==> src/rtl/mem_arbiter.sv <==
// mem_arbiter: two-master round-robin arbiter and sequencer for the
// single-port main memory. Master 0 is the CPU control unit, master 1 the
// host loader / IO port. The winner's request fields are latched in IDLE,
// driven onto the memory port for one ISSUE cycle, and for reads the data
// is captured after the memory's fixed read latency and handed back to the
// winner only.
module mem_arbiter #(
    parameter int AWIDTH = 12,
    parameter int DWIDTH = 16,
    parameter int RD_LAT = 1
) (
    input  logic              clk,
    input  logic              reset_n,

    input  logic              m0_req,
    input  logic              m0_we,
    input  logic [AWIDTH-1:0] m0_addr,
    input  logic [DWIDTH-1:0] m0_wdata,
    output logic              m0_ack,
    output logic              m0_rvalid,
    output logic [DWIDTH-1:0] m0_rdata,

    input  logic              m1_req,
    input  logic              m1_we,
    input  logic [AWIDTH-1:0] m1_addr,
    input  logic [DWIDTH-1:0] m1_wdata,
    output logic              m1_ack,
    output logic              m1_rvalid,
    output logic [DWIDTH-1:0] m1_rdata,

    output logic              mem_en,
    output logic              mem_we,
    output logic [AWIDTH-1:0] mem_addr,
    output logic [DWIDTH-1:0] mem_wdata,
    input  logic [DWIDTH-1:0] mem_rdata,

    output logic              busy
);

    typedef enum logic [1:0] {
        ST_IDLE  = 2'd0,
        ST_ISSUE = 2'd1,
        ST_WAIT  = 2'd2
    } state_t;

    // The wait counter is four bits wide, enough for the largest legal latency.
    localparam logic [3:0] CNT_LOAD = 4'(RD_LAT);

    state_t            state_q, state_d;
    logic              ptr_q, ptr_d;
    logic [3:0]        cnt_q, cnt_d;
    logic              win_q, win_d;
    logic              we_q, we_d;
    logic [AWIDTH-1:0] addr_q, addr_d;
    logic [DWIDTH-1:0] wdata_q, wdata_d;

    logic              m0_ack_q, m0_ack_d;
    logic              m1_ack_q, m1_ack_d;
    logic              m0_rvalid_q, m0_rvalid_d;
    logic              m1_rvalid_q, m1_rvalid_d;
    logic [DWIDTH-1:0] m0_rdata_q, m0_rdata_d;
    logic [DWIDTH-1:0] m1_rdata_q, m1_rdata_d;
    logic              mem_en_q, mem_en_d;
    logic              mem_we_q, mem_we_d;
    logic              busy_q, busy_d;

    logic              winner;

    // Next-state logic: arbitration in IDLE, one-cycle issue, then a countdown for reads.
    always_comb begin
        state_d     = state_q;
        ptr_d       = ptr_q;
        cnt_d       = cnt_q;
        win_d       = win_q;
        we_d        = we_q;
        addr_d      = addr_q;
        wdata_d     = wdata_q;
        m0_ack_d    = 1'b0;
        m1_ack_d    = 1'b0;
        m0_rvalid_d = 1'b0;
        m1_rvalid_d = 1'b0;
        m0_rdata_d  = m0_rdata_q;
        m1_rdata_d  = m1_rdata_q;
        mem_en_d    = 1'b0;
        mem_we_d    = 1'b0;
        winner      = 1'b0;

        case (state_q)
            ST_IDLE: begin
                if (m0_req || m1_req) begin
                    // A lone requester wins outright; on contention the pointer decides.
                    winner   = (m0_req && m1_req) ? ptr_q : m1_req;
                    win_d    = winner;
                    ptr_d    = ~winner;
                    we_d     = winner ? m1_we    : m0_we;
                    addr_d   = winner ? m1_addr  : m0_addr;
                    wdata_d  = winner ? m1_wdata : m0_wdata;
                    m0_ack_d = ~winner;
                    m1_ack_d = winner;
                    mem_en_d = 1'b1;
                    mem_we_d = we_d;
                    state_d  = ST_ISSUE;
                end
            end

            ST_ISSUE: begin
                if (we_q) begin
                    state_d = ST_IDLE;
                end else begin
                    state_d = ST_WAIT;
                    cnt_d   = CNT_LOAD;
                end
            end

            ST_WAIT: begin
                if (cnt_q <= 4'd1) begin
                    state_d = ST_IDLE;
                    cnt_d   = 4'd0;
                    if (win_q) begin
                        m1_rdata_d  = mem_rdata;
                        m1_rvalid_d = 1'b1;
                    end else begin
                        m0_rdata_d  = mem_rdata;
                        m0_rvalid_d = 1'b1;
                    end
                end else begin
                    cnt_d = cnt_q - 4'd1;
                end
            end

            default: begin
                state_d = ST_IDLE;
            end
        endcase

        busy_d = (state_d != ST_IDLE);
    end

    // State, latched request fields and all outputs are flops; reset discards any in-flight read.
    always_ff @(posedge clk or negedge reset_n) begin
        if (!reset_n) begin
            state_q     <= ST_IDLE;
            ptr_q       <= 1'b0;
            cnt_q       <= 4'd0;
            win_q       <= 1'b0;
            we_q        <= 1'b0;
            addr_q      <= '0;
            wdata_q     <= '0;
            m0_ack_q    <= 1'b0;
            m1_ack_q    <= 1'b0;
            m0_rvalid_q <= 1'b0;
            m1_rvalid_q <= 1'b0;
            m0_rdata_q  <= '0;
            m1_rdata_q  <= '0;
            mem_en_q    <= 1'b0;
            mem_we_q    <= 1'b0;
            busy_q      <= 1'b0;
        end else begin
            state_q     <= state_d;
            ptr_q       <= ptr_d;
            cnt_q       <= cnt_d;
            win_q       <= win_d;
            we_q        <= we_d;
            addr_q      <= addr_d;
            wdata_q     <= wdata_d;
            m0_ack_q    <= m0_ack_d;
            m1_ack_q    <= m1_ack_d;
            m0_rvalid_q <= m0_rvalid_d;
            m1_rvalid_q <= m1_rvalid_d;
            m0_rdata_q  <= m0_rdata_d;
            m1_rdata_q  <= m1_rdata_d;
            mem_en_q    <= mem_en_d;
            mem_we_q    <= mem_we_d;
            busy_q      <= busy_d;
        end
    end

    assign m0_ack    = m0_ack_q;
    assign m1_ack    = m1_ack_q;
    assign m0_rvalid = m0_rvalid_q;
    assign m1_rvalid = m1_rvalid_q;
    assign m0_rdata  = m0_rdata_q;
    assign m1_rdata  = m1_rdata_q;
    assign mem_en    = mem_en_q;
    assign mem_we    = mem_we_q;
    assign mem_addr  = addr_q;
    assign mem_wdata = wdata_q;
    assign busy      = busy_q;

`ifndef SYNTHESIS
    // The read latency has to fit the wait counter and be at least one cycle.
    rd_lat_legal: assert property (@(posedge clk) (RD_LAT >= 1) && (RD_LAT <= 8));
`endif

endmodule
==> config.mk <==
export PLATFORM = sky130hd
export DESIGN_NAME = mem_arbiter
export DESIGN_NICKNAME = d
export VERILOG_FILES = /design/src/rtl/mem_arbiter.sv
export SDC_FILE = /design/constraint.sdc
export NUM_CORES = 1
export LEC_CHECK = 0
export ABC_AREA = 1
export ABC_CLOCK_PERIOD_IN_PS = 4300
export CORE_MARGIN = 1
export CORE_UTILIZATION = 35
export DETAILED_ROUTE_END_ITERATION = 7
export GPL_TIMING_DRIVEN = 1
export PLACE_DENSITY = 0.67
export REMOVE_ABC_BUFFERS = 1
export SYNTH_ARGS = -nofsm -noshare
export SYNTH_HDL_FRONTEND = slang
export SYNTH_SLANG_ARGS = --single-unit
==> constraint.sdc <==
create_clock -name clk -period 4.3 [get_ports clk]
set_input_delay 0.645 -clock clk [delete_from_list [all_inputs] [get_ports clk]]
set_output_delay 0.645 -clock clk [all_outputs]
set_load 0.005 [all_outputs]
Yosys cells after proc, flatten, opt, wreduce, memory -nomap -nowiden. Index checks and enable logic that the tools add are counted.

$add $sub $neg: 1. Magnitude comparators: 1. Equal/unequal tests: 3. Multiplexer cells: 25. Bitwise logic cells: 2. Reductions and logical operators: 9.

Operator list (number): $mux 1 (16); $mux 16 (1); $mux 12 (1); $mux 4 (2); $pmux 4 s2 (1); $mux 2 (3); $pmux 2 s3 (1); $reduce_and 3->1 (2); $le 4x1->1 const B (1); $reduce_and 2->1 (2); $reduce_bool 2->1 (2); $sub 4x1->4 const B (1); $eq 2x1->1 const B (1); $eq 2x2->1 const B (1); $logic_not 2->1 (1); $ne 2x2->1 const B (1); $not 1->1 (2); $logic_and 1x1->1 (1); $logic_or 1x1->1 (1).

Register bits: 76. Input port bits: 78. Output and inout port bits: 67. Logic and storage cells: 57.

Logic depth before layout (Yosys ltp). Gate-level depths: netlist of run 1.

Depth in word-level cells: 5. Gate-level depth with buffers: 9. Mapped depth without buffers: 9.

Worst setup path after synthesis of run 1. OpenSTA, ideal clock, no wires.

Kind: input-to-reg. Start point: in m1_req. End point: reg addr_q[0], in the netlist mem_addr[0]. Library setup time: 0.124 ns. Arrival time: 1.336 ns. Required time: 4.176 ns. Path slack: 2.839 ns. Cell stages on the path: 7. Buffers on the path: 2. Cells stage by stage: buf_2 > nor2_2 > nor2_4 > inv_2 > buf_4 > nand2_1 > nand3_1.

Longest elaborated chain between the ends: 3. Elaborated cells between the ends (all ways): 5. Classes of those cells: mux: 2; reduce/logical: 3.

RTL lines: start, declared (line 23) `input logic m1_req,`; $logic_and 1x1->1 (line 92) `winner = (m0_req && m1_req) ? ptr_q : m1_req;`; $mux 1 (line 92); $mux 12 (line 96) `addr_d = winner ? m1_addr : m0_addr;`; end signal, assigned (line 164) `addr_q <= addr_d;`; end, declared (line 54) `logic [AWIDTH-1:0] addr_q, addr_d;`.

Parallel ways exist; a longest one is shown, timed or not. A chain may end at the register's enable or synchronous reset.

Worst setup path in the final report of run 1.
Start point: in m1_req. End point: reg addr_q[6], in the netlist mem_addr[6].

The elaborated chain is that of the path after synthesis.

==> results.md, run 1 <==
* Outcome: completed
* Setup slack, reg-to-reg at 1.98 ns
* GP Congestion at approximately 0.85
* Library cell with the highest instance count after synthesis: sky130_fd_sc_hd__nand2_1
* Number of cells on the worst reg-to-reg path at 7
* Average vias per placed instance at 4.82
* Number of max-capacitance violations reported at 0
* Setup Viol. Count Final at 0
* Power per cell area at 688 nW/um2
* Via count of the first global-routing pass at 3159
* Sort of element at the end of the critical path: flop
* Total half-perimeter wirelength after legalization and detailed placement at 6800 um
* Hold_buf cts at 0
* Grt total ovfl at 0
* Global routing usage summed across all routing layers at 18.9%
* Global-route wire length before repair at 15100 um
* Layout net count at 622
* Synth Flop Type: sky130_fd_sc_hd__dfrtp_1
* Count of flip-flops with a built-in enable after synthesis at 0
* Fraction of layout instances using a drive strength above 1 at 6.76%
* Clock tree from TritonCTS: yes
* Synth Register Bits at between 70 and 80
* Final hold slack at around 0.44 ns
* Clock tree skew after final layout at 0.0173 ns
* Buffer cell driving the clock tree root: sky130_fd_sc_hd__clkbuf_8
* Largest fanout on the critical path at 31
* Category of the most critical setup path: input pin to flop
* End of the worst register-to-register path: busy
* Post-route clock period utilization at 62.6%
* Number of buffers added on ports at 144
* Number of hold-slack violations in the final timing report at 0
* Data required time at the worst endpoint at 4.59 ns
* Top-level I/O count at roughly 150
* Share of the yosys chip area belonging to registers at 53.7%
* Fin Setup TNS at 0 ns
* Count of unresolved DRC violations after routing at 0
* Leakage power of the design at approximately 2.5 nW
* Post-synthesis cell count at 412
* Min Clock Period, post-route at 2.69 ns
* Latest clock arrival within the worst-skew pair at 0.35 ns
* Diode count at 0
* Resized cells post-CTS at 0
* Number of design-rule violations left by the first detailed-router iteration at 128
* Measured slew at the worst slew-check pin at 1.24 ns
* Critical path arrival at 2.98 ns
* Die width at about 100 um
* Post-CTS setup buffer count at 0
* CP startpoint: m1_req
* Clock edge transition at the registers on the reported setup and hold paths at 0.09 ns
* Overall via count from detail_route at 3280
* Post-Syn Area at about 3500 um2
* Pins over their slew limit at 0
* Pin count of the biggest net entering global routing at 77
* First-pass detailed-route iteration total at 4
* Top cell type by total area after synthesis: sky130_fd_sc_hd__dfrtp_1
* Max rail drop VDD at 0.219 mV
* Warnings from Yosys at 0
* Die span in y at ~100 um
* TritonCTS buffer count at 9
* # rows at 36
* Startpoint type of the worst setup path: input pin
* Type of the worst min-delay path: input pin to asynchronous set/reset pin
* Number of clock sinks at 76
* Number of distinct library cell variants in the gate-level netlist after synthesis at 20
* Final routed wire length divided by cell count at 14.2 um
* Top cell type's share of synthesized area at a little over half
* Per-instance average area after synthesis at 8.59 um2
* Endpoint of the worst setup timing path: mem_addr[6]
* Routed Antenna Nets at 0
* Worst reg2reg startpoint: cnt_q[0]
* Slew margin rel. at about 17%
* Area of the die at 10500 um2
* Antenna violations before repair at 0
* Commonest cells in the netlist: sky130_fd_sc_hd__nand2_1 (142), sky130_fd_sc_hd__dfrtp_1 (76), sky130_fd_sc_hd__nand3_1 (60)
* Initial core utilization at between 30% and 40%
* Async SR Flop Fraction at 100%
* Routed wire length at 9640 um
* Highest clock rate at ~370 MHz
* Total number of H-tree levels at 3
* Area growth syn-to-layout at 47.0%
* Buffers from clock root to sink, at most at 2
* Largest cells by area after synthesis: sky130_fd_sc_hd__dfrtp_1 (54%), sky130_fd_sc_hd__nand2_1 (15%), sky130_fd_sc_hd__nand3_1 (8.5%)
* RSZ-0062 raised after global routing: false
* Core footprint at 9770 um2
-- area by class of cell --
type | count | area, um2
Multi-Input combinational cell | 274 | 1350
Inverter | 37 | 139
Clock buffer | 10 | 138
Sequential cell | 76 | 1900
Timing Repair Buffer | 144 | 1440
Tap cell | 133 | 166
Fill cell | 941 | 4570
Clock inverter | 6 | 72.6
-- metrics by stage --
stage / std cells / instance area, um2 / total power [mW] / worst slack [ns] / util [%]
2_1_floorplan: 387 / 3390 / 2.07 / 2.43 / -
3_3_place_gp: 664 / 4990 / 3.00 / 1.31 / 51.1
3_5_place_dp: 664 / 4990 / 3.04 / 1.23 / 51.1
4_1_cts: 680 / 5200 / 3.61 / 1.60 / 53.3
5_1_grt: 680 / 5200 / 3.85 / 1.34 / 53.3
6_report: 680 / 5200 / 3.58 / 1.61 / 53.3
-- layout by cell type, fill, tap and decap left out, drive strengths merged --
master         Yosys  final
buf               22      1
bufinv             0      1
clkbuf             3     10
clkdlybuf4s50      0    143
clkinv             0      3
clkinvlp           0      1
dfrtp             76     76
ha                 2      2
inv               37     38
nand2            149    149
nand3             60     60
nand3b            15     15
nand4             34     34
nor2              11     11
o21ai              2      2
xor2               1      1
-- power by group --
group | switching (mW) | leakage [nW] | internal (mW)
registers | 0.243 | 0.930 | 1.06
logic | 0.868 | 1.47 | 0.844
clock network | 0.274 | 0.103 | 0.289
-- critical path, stage by stage --
cell and delay (ns):
sky130_fd_sc_hd__clkdlybuf4s50_1 0.80, sky130_fd_sc_hd__nand2_1 0.76, sky130_fd_sc_hd__inv_2 0.52, sky130_fd_sc_hd__nand3_1 0.13
sky130_fd_sc_hd__nand3_1 0.12
-- logic make-up after synthesis --
| logic type | after synthesis | synth area share [%] |
|---|---|---|
| DFF | 76 | 53.7 |
| xor gates and xnor gates | 1 | 0.247 |
| adders and majority gates | 2 | 0.707 |
| buffers and inverters | 62 | 8.20 |
| and+or+nand+nor | 269 | 36.9 |
| AOI/OAI and AO/OA | 2 | 0.283 |
-- per-layer routing --
layer	vias up	global-route usage (%)	wire, um
li1	1594	-	-
met1	1527	24.5	4340
met2	147	29.6	4190
met3	12	5.76	951
met4	0	7.69	154
met5	-	0	0
-- registers in the layout (all words and copies together) (netlist names), 2 cells and up --
| register | count |
|---|---|
| cnt_q | 4 |
| m0_rdata | 16 |
| m1_rdata | 16 |
| mem_addr | 12 |
| mem_wdata | 16 |
| state_q | 2 |
-- how the worst min path moves through the flow --
stage          slack, ns           end  cells past startpoint         start
2_1_floorplan       0.35          busy                      0       reset_n
3_3_place_gp        0.45  m1_rdata[13]                      2  m1_rdata[13]
3_5_place_dp        0.46  m1_rdata[13]                      2  m1_rdata[13]
4_1_cts             0.47  m0_rdata[13]                      1       reset_n
5_1_grt             0.49   m1_rdata[6]                      2   m1_rdata[6]
6_report            0.44  m0_rdata[11]                      1       reset_n
No activity file was read; power rests on OpenSTA's default activity.
==> run 2, diff against run 1 <==
ABC_CLOCK_PERIOD_IN_PS = 2670   (was 4300)
clock period = 2.67 ns   (was 4.3 ns; I/O delays follow)
==> results.md, run 2 (synthesized netlist as in run 1, its figures left out) <==
* Clock edge transition at the registers on the reported setup and hold paths at 0.08 ns (was 0.09 ns)
* Most common cell after layout, fill and taps aside: sky130_fd_sc_hd__clkdlybuf4s50_1 (unchanged)
* Clock tree skew after final layout at 0.0103 ns (was 0.0173 ns)
* Least setup slack across all paths after layout at 0.999 ns (was 1.61 ns)
* Layout net count at 630 (was 622)
* Net switching share of the total power at 39.1% (was 38.7%)
* Routed Antenna Nets at 0 (unchanged)
* Overall via count from detail_route at 3299 (was 3280)
* Highest clock rate at 598 MHz
* Type of the worst min-delay path: input pin to asynchronous set/reset pin (unchanged)
* Net switching power at 2.23 mW (was 1.39 mW)
* Antenna violations before repair at 0 (unchanged)
* Critical path arrival at 1.27 ns (was 2.98 ns)
* Slew margin rel. at 36.2% (was 17.4%)
* Hold_buf cts at 0 (unchanged)
* Setup Viol. Count Final at 0 (unchanged)
* Worst path top cell family by delay: buffers and inverters (unchanged)
* First-pass detailed-route iteration total at 4 (unchanged)
* Global-route wire length before repair at 15700 um (was 15100 um)
* Slowest cell delay on critical path at 0.54 ns (was 0.80 ns)
* Total half-perimeter wirelength after legalization and detailed placement at 7080 um (was 6800 um)
* Filler instances at 936 (was 941)
* Global routing usage summed across all routing layers at 19.5% (was 18.9%)
* Area growth syn-to-layout at 47.5% (was 47.0%)
* Startpoint type of the worst setup path: flop (was input pin)
* Die span in y at 103 um (unchanged)
* Combinational share of power at 50.5% (was 47.8%)
* Commonest cells after routing, fill and taps aside: sky130_fd_sc_hd__clkdlybuf4s50_1 (143), sky130_fd_sc_hd__nand2_1 (142), sky130_fd_sc_hd__dfrtp_1 (76) (unchanged)
* Final routed wire length divided by cell count at 14.4 um (was 14.2 um)
* Post-CTS setup buffer count at 0 (unchanged)
* Final standard cell utilization of the core at 53.4% (was 53.3%)
* Cell area after layout at 5220 um2 (was 5200 um2)
* Number of max-capacitance violations reported at 0 (unchanged)
* TritonCTS buffer count at 9 (unchanged)
* Pin count of the biggest net entering global routing at 77 (unchanged)
* Post-layout power at 5.70 mW (was 3.58 mW)
* Final hold slack at 0.204 ns (was 0.439 ns)
* Buffer cell driving the clock tree root: sky130_fd_sc_hd__clkbuf_8 (unchanged)
* Fraction of layout instances using a drive strength above 1 at 8.11% (was 6.76%)
* Critical-path top delay cell: sky130_fd_sc_hd__clkdlybuf4s50_1 (unchanged)
* Initial core utilization at 36.2% (unchanged)
* Average vias per placed instance at 4.80 (was 4.82)
* Number of design-rule violations left by the first detailed-router iteration at 149 (was 128)
* Die width at 103 um (unchanged)
* Count of unresolved DRC violations after routing at 0 (unchanged)
* GP Congestion at 0.846 (was 0.850)
* Outcome: completed (unchanged)
* RSZ-0062 raised after global routing: false (unchanged)
* Cell Count, Final, Fillers Out at 688 (was 680)
* Latest clock arrival within the worst-skew pair at 0.34 ns (was 0.35 ns)
* Power per cell area at 1090 nW/um2 (was 688 nW/um2)
* Clock tree from TritonCTS: yes (unchanged)
* Sort of element at the end of the critical path: output port (was flop)
* Min Clock Period, post-route at 1.67 ns
* Buffers from clock root to sink, at most at 2 (unchanged)
* Sequential Area at 1900 um2 (unchanged)
* Critical path buffers and inverters at 1 (was 2)
* Resized cells post-CTS at 0 (unchanged)
* Via count of the first global-routing pass at 3308 (was 3159)
* Fin Setup TNS at 0 ns (unchanged)
* Part of the total power dissipated in the clock network at 13.3% (was 15.7%)
* # rows at 36 (unchanged)
* Max rail drop VDD at 0.496 mV (was 0.219 mV)
* Number of buffers added on ports at 144 (unchanged)
* Largest fanout on the critical path at 2 (was 31)
* Sequential power share at 36.2% (was 36.5%)
* Top-level I/O count at 145 (unchanged)
* Core footprint at 9770 um2 (unchanged)
* Leakage power of the design at 2.52 nW (was 2.50 nW)
* Number of clock sinks at 76 (unchanged)
* Grt total ovfl at 0 (unchanged)
* Diode count at 0 (unchanged)
* Placed cell count at 672 (was 664)
* Measured slew at the worst slew-check pin at 0.957 ns (was 1.24 ns)
* Area of the die at 10500 um2 (unchanged)
* Number of hold-slack violations in the final timing report at 0 (unchanged)
* Dpl ws at 0.742 ns (was 1.23 ns)
* Internal power at 3.47 mW (was 2.20 mW)
* Category of the most critical setup path: flop to output port (was input pin to flop)
* Total number of H-tree levels at 3 (unchanged)
* Crit path cell chain: clkdlybuf4s50_1 (was clkdlybuf4s50_1, nand2_1, inv_2, nand3_1, nand3_1)
* Post-route clock period utilization at a little over three fifths
* Post-placement cell area at 5050 um2 (was 4990 um2)
* Pins over their slew limit at 0 (unchanged)
* Data required time at the worst endpoint at 2.27 ns (was 4.59 ns)
* Routed wire length at 9880 um (was 9640 um)
* Area of the multi-input gates at 1350 um2 (unchanged)
[run 2: final cells by class]
type	instances	share of cell area, %
Tap cell	133	3.19
Multi-Input combinational cell	274	25.8
Clock inverter	7	0.839
Clock buffer	9	2.37
Inverter	37	2.66
Timing Repair Buffer	152	28.7
Sequential cell	76	36.4
[run 2: power groups by stage]
| stage | clock network (mW) | logic, mW | registers (mW) |
|---|---|---|---|
| after global routing | 0.828 | 3.23 | 2.12 |
| after global placement | 0 | 2.85 | 2.06 |
| final | 0.755 | 2.88 | 2.06 |
| after floorplan | 0 | 1.23 | 2.10 |
| after CTS | 0.778 | 2.92 | 2.06 |
| after detailed placement | 0 | 2.92 | 2.06 |
[run 2: worst paths after layout]
check / from / endpoint / slack [ns] / cells after the start
setup / recovery: m0_rdata[8] / m0_rdata[8] / 1.0 / 1
hold / removal: reset_n / m0_rvalid / 0.20 / 1
setup reg to reg: state_q[0] / m0_rdata[9] / 1.02 / 4
hold reg to reg: m1_rdata[6] / m1_rdata[6] / 0.47 / 2
max in group asynchronous: reset_n / mem_addr[10] / 1.84 / 1
min in group clk: m1_rdata[6] / m1_rdata[6] / 0.47 / 2
[run 2: per-layer routing]
layer  GRT usage [%]  share of wire, %
met4            5.71               1.1
met3            7.86               9.9
met5               0                 0
met2            31.5                46
met1            23.8                43
[run 2: worst register-to-register path, stage by stage, from the launching register on]
cell                      delay, ns
sky130_fd_sc_hd__dfrtp_1       0.46
sky130_fd_sc_hd__nor2_8        0.45
sky130_fd_sc_hd__nand4_4       0.41
sky130_fd_sc_hd__nand2_1       0.16
sky130_fd_sc_hd__nand2_1       0.06
==> run 3, diff against run 2 <==
ABC_CLOCK_PERIOD_IN_PS = 1700   (was 2670)
clock period = 1.7 ns   (was 2.67 ns; I/O delays follow)
==> results.md, run 3 (synthesized netlist as in run 1, its figures left out) <==
* Total number of H-tree levels at 3 (unchanged)
* Initial core utilization at 36.2% (unchanged)
* Count of unresolved DRC violations after routing at 0 (unchanged)
* Number of buffers added on ports at 144 (unchanged)
* Clock edge transition at the registers on the reported setup and hold paths at 0.09 ns (was 0.08 ns)
* Routed Antenna Nets at 0 (unchanged)
* Number of logic stages on the critical path including buffering at 7 (was 1)
* Worst path top cell family by delay: simple AND/OR/NAND/NOR gates (was buffers and inverters)
* Largest fanout on the critical path at 17 (was 2)
* Part of the total power dissipated in the clock network at 17.5% (was 13.3%)
* Highest clock rate at about 660 MHz
* Area of the die at 10500 um2 (unchanged)
* Final routed wire length divided by cell count at 14.4 um (about the same)
* Via count of the first global-routing pass at 3286 (was 3308)
* Pin count of the biggest net entering global routing at 34 (was 77)
* Number of clock sinks at 76 (unchanged)
* GP Congestion at 0.868 (was 0.846)
* Die span in y at 103 um (unchanged)
* Slowest cell delay on critical path at 0.40 ns (was 0.54 ns)
* Number of max-capacitance violations reported at 0 (unchanged)
* Global routing met2 resource utilization at 32.2% (was 31.5%)
* Top-level I/O count at 145 (unchanged)
* Post-route clock period utilization at between 80 and 90%
* Max rail drop VDD at 0.782 mV (was 0.496 mV)
* Endpoint of the worst setup timing path: m1_rdata[11] (was m0_rdata[8])
* CP startpoint: cnt_q[1] (was m0_rdata[8])
* Final hold slack at 0.381 ns (was 0.204 ns)
* End of the worst register-to-register path: m1_rdata[11] (was m0_rdata[9])
* GR Layer Usage met3 at 4.81% (was 7.86%)
* # rows at 36 (unchanged)
* Data required time at the worst endpoint at 1.93 ns (was 2.27 ns)
* Critical-path top delay cell: sky130_fd_sc_hd__dfrtp_1 (was sky130_fd_sc_hd__clkdlybuf4s50_1)
* Outcome: completed (unchanged)
* Resized cells post-CTS at 0 (unchanged)
* Total half-perimeter wirelength after legalization and detailed placement at 7080 um (about the same)
* Commonest cells after routing, fill and taps aside: sky130_fd_sc_hd__clkdlybuf4s50_1 (143), sky130_fd_sc_hd__nand2_1 (142), sky130_fd_sc_hd__dfrtp_1 (76) (unchanged)
* Min Clock Period, post-route at 1.52 ns
* Met1 layer usage reported by global route at 25.2% (was 23.8%)
* Worst reg2reg startpoint: cnt_q[1] (was state_q[0])
* Internal power at 6.14 mW (was 3.47 mW)
* Overall via count from detail_route at 3386 (was 3299)
* Die width at 103 um (unchanged)
* Crit path cell chain: inv_1, ha_1, inv_1, nand2_1, nand4_4, nand2_1, nand2_1 (was clkdlybuf4s50_1)
* Combinational share of power at 49.3% (was 50.5%)
* Final standard cell utilization of the core at 55.7% (was 53.4%)
* Most common cell after layout, fill and taps aside: sky130_fd_sc_hd__clkdlybuf4s50_1 (unchanged)
* RSZ-0062 raised after global routing: false (unchanged)
* Cell seen most often among critical-path stages: sky130_fd_sc_hd__nand2_1
* Setup slack, reg-to-reg at 0.18 ns (was 1.02 ns)
* Sequential power share at 33.2% (was 36.2%)
* Slew margin rel. at 74.6% (was 36.2%)
* Layer carrying the most global-route usage: met2 (unchanged)
* Post-layout power at 9.75 mW (was 5.70 mW)
* TritonCTS buffer count at 9 (unchanged)
* Layout net count at 639 (was 630)
* Routed wire length at 10000 um (was 9880 um)
* Number of hold-slack violations in the final timing report at 0 (unchanged)
* Sort of element at the end of the critical path: flop (was output port)
* Critical path buffers and inverters at 2 (was 1)
* Diode count at 0 (unchanged)
* Buffer cell driving the clock tree root: sky130_fd_sc_hd__clkbuf_8 (unchanged)
* Net switching share of the total power at 37.0% (was 39.1%)
* Buffers from clock root to sink, at most at 2 (unchanged)
* Post-placement cell area at 5170 um2 (was 5050 um2)
* Type of the worst min-delay path: input pin to asynchronous set/reset pin (unchanged)
* Grt total ovfl at 0 (unchanged)
* Startpoint type of the worst setup path: flop (unchanged)
* Measured slew at the worst slew-check pin at 0.381 ns (was 0.957 ns)
* Fraction of layout instances using a drive strength above 1 at 9.40% (was 8.11%)
* Area growth syn-to-layout at 53.9% (was 47.5%)
* Number of cells on the worst reg-to-reg path at 7 (was 4)
* Clock tree from TritonCTS: yes (unchanged)
* Critical path arrival at 1.75 ns (was 1.27 ns)
* Category of the most critical setup path: flop to flop (was flop to output port)
* Pins over their slew limit at 0 (unchanged)
* Clock tree skew after final layout at 0.0132 ns (was 0.0103 ns)
* Leakage power of the design at 2.63 nW (was 2.52 nW)
* Antenna violations before repair at 0 (unchanged)
* Number of design-rule violations left by the first detailed-router iteration at 112 (was 149)
* First-pass detailed-route iteration total at 5 (was 4)
* Cell area after layout at 5450 um2 (was 5220 um2)
* Setup Viol. Count Final at 0 (unchanged)
* Global-route wire length before repair at 15700 um (about the same)
* Power per cell area at 1790 nW/um2 (was 1090 nW/um2)
* Core footprint at 9770 um2 (unchanged)
* Global routing usage summed across all routing layers at 19.8% (was 19.5%)
* Average vias per placed instance at 4.86 (was 4.80)
* Net switching power at 3.61 mW (was 2.23 mW)
* Latest clock arrival within the worst-skew pair at 0.35 ns (was 0.34 ns)
* Fin Setup TNS at 0 ns (unchanged)
==> run 3: cell count changes in the layout (fill, tap and decap cells not counted) <==
cell	change
sky130_fd_sc_hd__clkinv_2	-4
sky130_fd_sc_hd__buf_12	+6
sky130_fd_sc_hd__dlygate4sd3_1	+1
sky130_fd_sc_hd__bufinv_16	+3
sky130_fd_sc_hd__buf_4	+2
sky130_fd_sc_hd__clkinvlp_4	-1
sky130_fd_sc_hd__clkinv_4	+1
sky130_fd_sc_hd__inv_6	+1
==> run 3: worst reg2reg max path, cell delays in order, from the launching register on <==
cell and delay [ns]:
sky130_fd_sc_hd__dfrtp_1 0.40, sky130_fd_sc_hd__inv_1 0.08, sky130_fd_sc_hd__ha_1 0.21, sky130_fd_sc_hd__inv_1 0.05, sky130_fd_sc_hd__nand2_1 0.16, sky130_fd_sc_hd__nand4_4 0.30
sky130_fd_sc_hd__nand2_1 0.15, sky130_fd_sc_hd__nand2_1 0.06
==> run 3: metal layers <==
metal / part of all wire, % / routed length (um) / vias to the layer above
met3: 8.9 / 895 / 11
met4: 1.6 / 159 / 0
met1: 44 / 4390 / 1571
li1: - / - / 1631
met5: 0 / 0 / -
met2: 46 / 4600 / 173
==> run 3: worst min-delay path by stage <==
stage	from	endpoint	slack (ns)	cells past startpoint
after CTS	reset_n	m0_rdata[3]	0.37	2
after detailed placement	reset_n	m0_rvalid	0.20	1
after floorplan	reset_n	busy	-0.04	0
after global placement	reset_n	m0_rdata[14]	0.20	1
final	reset_n	mem_addr[4]	0.38	2
after global routing	reset_n	m0_rdata[11]	0.40	2
==> run 3: area by class of cell <==
cell class	instances	area, um2
inverters	37	139
flip-flops and latches	76	1900
multi-input cells	274	1350
repair buffers	161	1640
clock buffers	9	124
well taps	133	166
fillers	911	4330
clock inverters	7	124
==> run 3: power by group through the flow <==
| stage | logic, mW | clock network [mW] | registers [mW] |
|---|---|---|---|
| 2_1_floorplan | 1.93 | 0 | 3.29 |
| 3_3_place_gp | 4.70 | 0 | 3.25 |
| 3_5_place_dp | 4.82 | 0 | 3.25 |
| 4_1_cts | 4.82 | 1.74 | 3.24 |
| 5_1_grt | 5.33 | 1.80 | 3.33 |
| 6_report | 4.81 | 1.71 | 3.24 |
==> run 3: repair_timing <==
action | CTS | global route
endpoints found under the setup margin | 0 | 11
hold buffers | 1 | 0
setup buffers | 0 | 1
hold endpoints to repair | 25 | 0
==> run 3: stage by stage <==
stage	setup slack, ns	cells
floorplan	-0.138	387
global placement	0.152	679
detailed placement	0.111	679
CTS	0.133	696
global route	0.0437	697
finish	0.184	697
==> RTL edit, RTL diff (config.mk and constraints of run 2) <==
The 3 states of `state_t` get a one-hot encoding in 3 bits.
--- a/src/rtl/mem_arbiter.sv
+++ b/src/rtl/mem_arbiter.sv
@@ -37,10 +37,10 @@
     output logic              busy
 );
 
-    typedef enum logic [1:0] {
-        ST_IDLE  = 2'd0,
-        ST_ISSUE = 2'd1,
-        ST_WAIT  = 2'd2
+    typedef enum logic [2:0] {
+        ST_IDLE  = 3'b001,
+        ST_ISSUE = 3'b010,
+        ST_WAIT  = 3'b100
     } state_t;
 
     // The wait counter is four bits wide, enough for the largest legal latency.
Formal check against the unedited RTL: no difference found for any inputs over 4 cycles, from zero or initial values and one cycle with reset_n low; so few cycles prove little.
==> RTL edit against run 2 <==
- area after synthesis up 7.8%
- sequential power fell by 2%
- power shrank 1.6%
- largest power group unchanged
- global-route usage is 1.2 points lower
- largest cell class unchanged
- critical path type is now flip-flop to flip-flop
- sequential cell count grew 1
- combinational power down 8.0%
- wire length hardly changed
- cell area up 5.6%
- critical endpoint is now m0_rdata[7]$_DFFE_PN0P_
- setup slack worse by 0.18 ns
- highest routed layer unchanged
==> RTL edit: results (changes against run 2) <==
DR vias/cell - 4.62 (was 4.80)
P_leak - 2.72 nW (was 2.52 nW)
Commonest cells post-synth - nand2_1, dfrtp_1, nand3_1 (unchanged)
adder-cell share of the synthesized area - 0.656% (was 0.707%)
Area after DPL - 0.00531 mm2 (was 0.00505 mm2)
dpl hpwl - 6960 um (was 7080 um)
gpl congestion - 0.800 (was 0.846)
sequential share of the synthesized area - 50.5% (was 53.7%)
Yosys cell types - 21 (was 20)
VDD IR max - 393 uV (was 496 uV)
r2r worst-path depth - 8 (was 4)
Period minus WS final - 1.85 ns (was 1.67 ns)
Gate Count Post-Synth - 470 (was 412)
clock slew seen by the registers of the worst setup and hold paths - 0.08 ns (about the same)
Worst Skew - 0.0134 ns (was 0.0103 ns)
worst hold margin - 0.211 ns (was 0.204 ns)
Initial DRC Count - 127 (was 149)
critical path peak fanout - 32 (was 2)
final net count - 684 (was 630)
wire per inst - 13.3 um (was 14.4 um)
global-route wire length before repair - 16,000 um (was 15,700 um)
Vias - 3,445 (was 3,299)
Crit-path slowest cell - nor2_4 (was clkdlybuf4s50_1)
FF-to-FF setup slack - 0.82 ns (was 1.02 ns)
layout cell share with drive strength beyond 1 - 5.42% (was 8.11%)
dpl cells - 729 (was 672)
Synth Area in Compound Gates - 6.75% (was 0.283%)
reg-to-reg endpoint - m0_rdata[7]$_DFFE_PN0P_ (was m0_rdata[9]$_DFFE_PN0P_)
status - finished clean (unchanged)
largest net degree at the start of global routing - 78 (was 77)
fill cell count - 1,024 (was 936)
Most used DFF post-synth - dfrtp_1 (unchanged)
Arr. time, crit path - 2.13 ns (was 1.27 ns)
worst-margin pin slew - 0.966 ns (was 0.957 ns)
Post-Synth XOR/XNOR Area - 0.229% (was 0.247%)
[RTL edit: cell count changes after synthesis, sizes merged, moves of 2 or more]
cell,before,now
o21bai,0,33
nand3b,15,17
nand2,149,167
nand3,60,70
nand4,34,0
inv,37,63
[RTL edit: layer usage]
metal	part of all wire, %	GRT usage [%]
met1	46	23.8
met4	1.4	7.63
met2	43	28.0
met5	0	0
met3	9.1	5.52
[RTL edit: where the power goes]
group | switching [mW] | internal, mW | total, mW
Combinational | 1.31 | 1.34 | 2.65
Sequential | 0.330 | 1.69 | 2.02
Clock | 0.411 | 0.526 | 0.938
[RTL edit: area by class of cell]
class	instances	area [um2]	share of cell area [%]
clock buffer	12	135	2.45
timing repair buffer	150	1480	26.9
sequential	77	1930	35.0
clock inverter	4	72.6	1.32
inverter	63	236	4.29
multi-input combinational	303	1490	27.0
tap	136	170	3.08
[RTL edit: critical path, delay by kind of cell (launching register included)]
family,cells,cell delay [ns]
fa+ha+maj,1,0.19
buf+inv,2,0.17
flops,1,0.40
simple gates,5,1.01
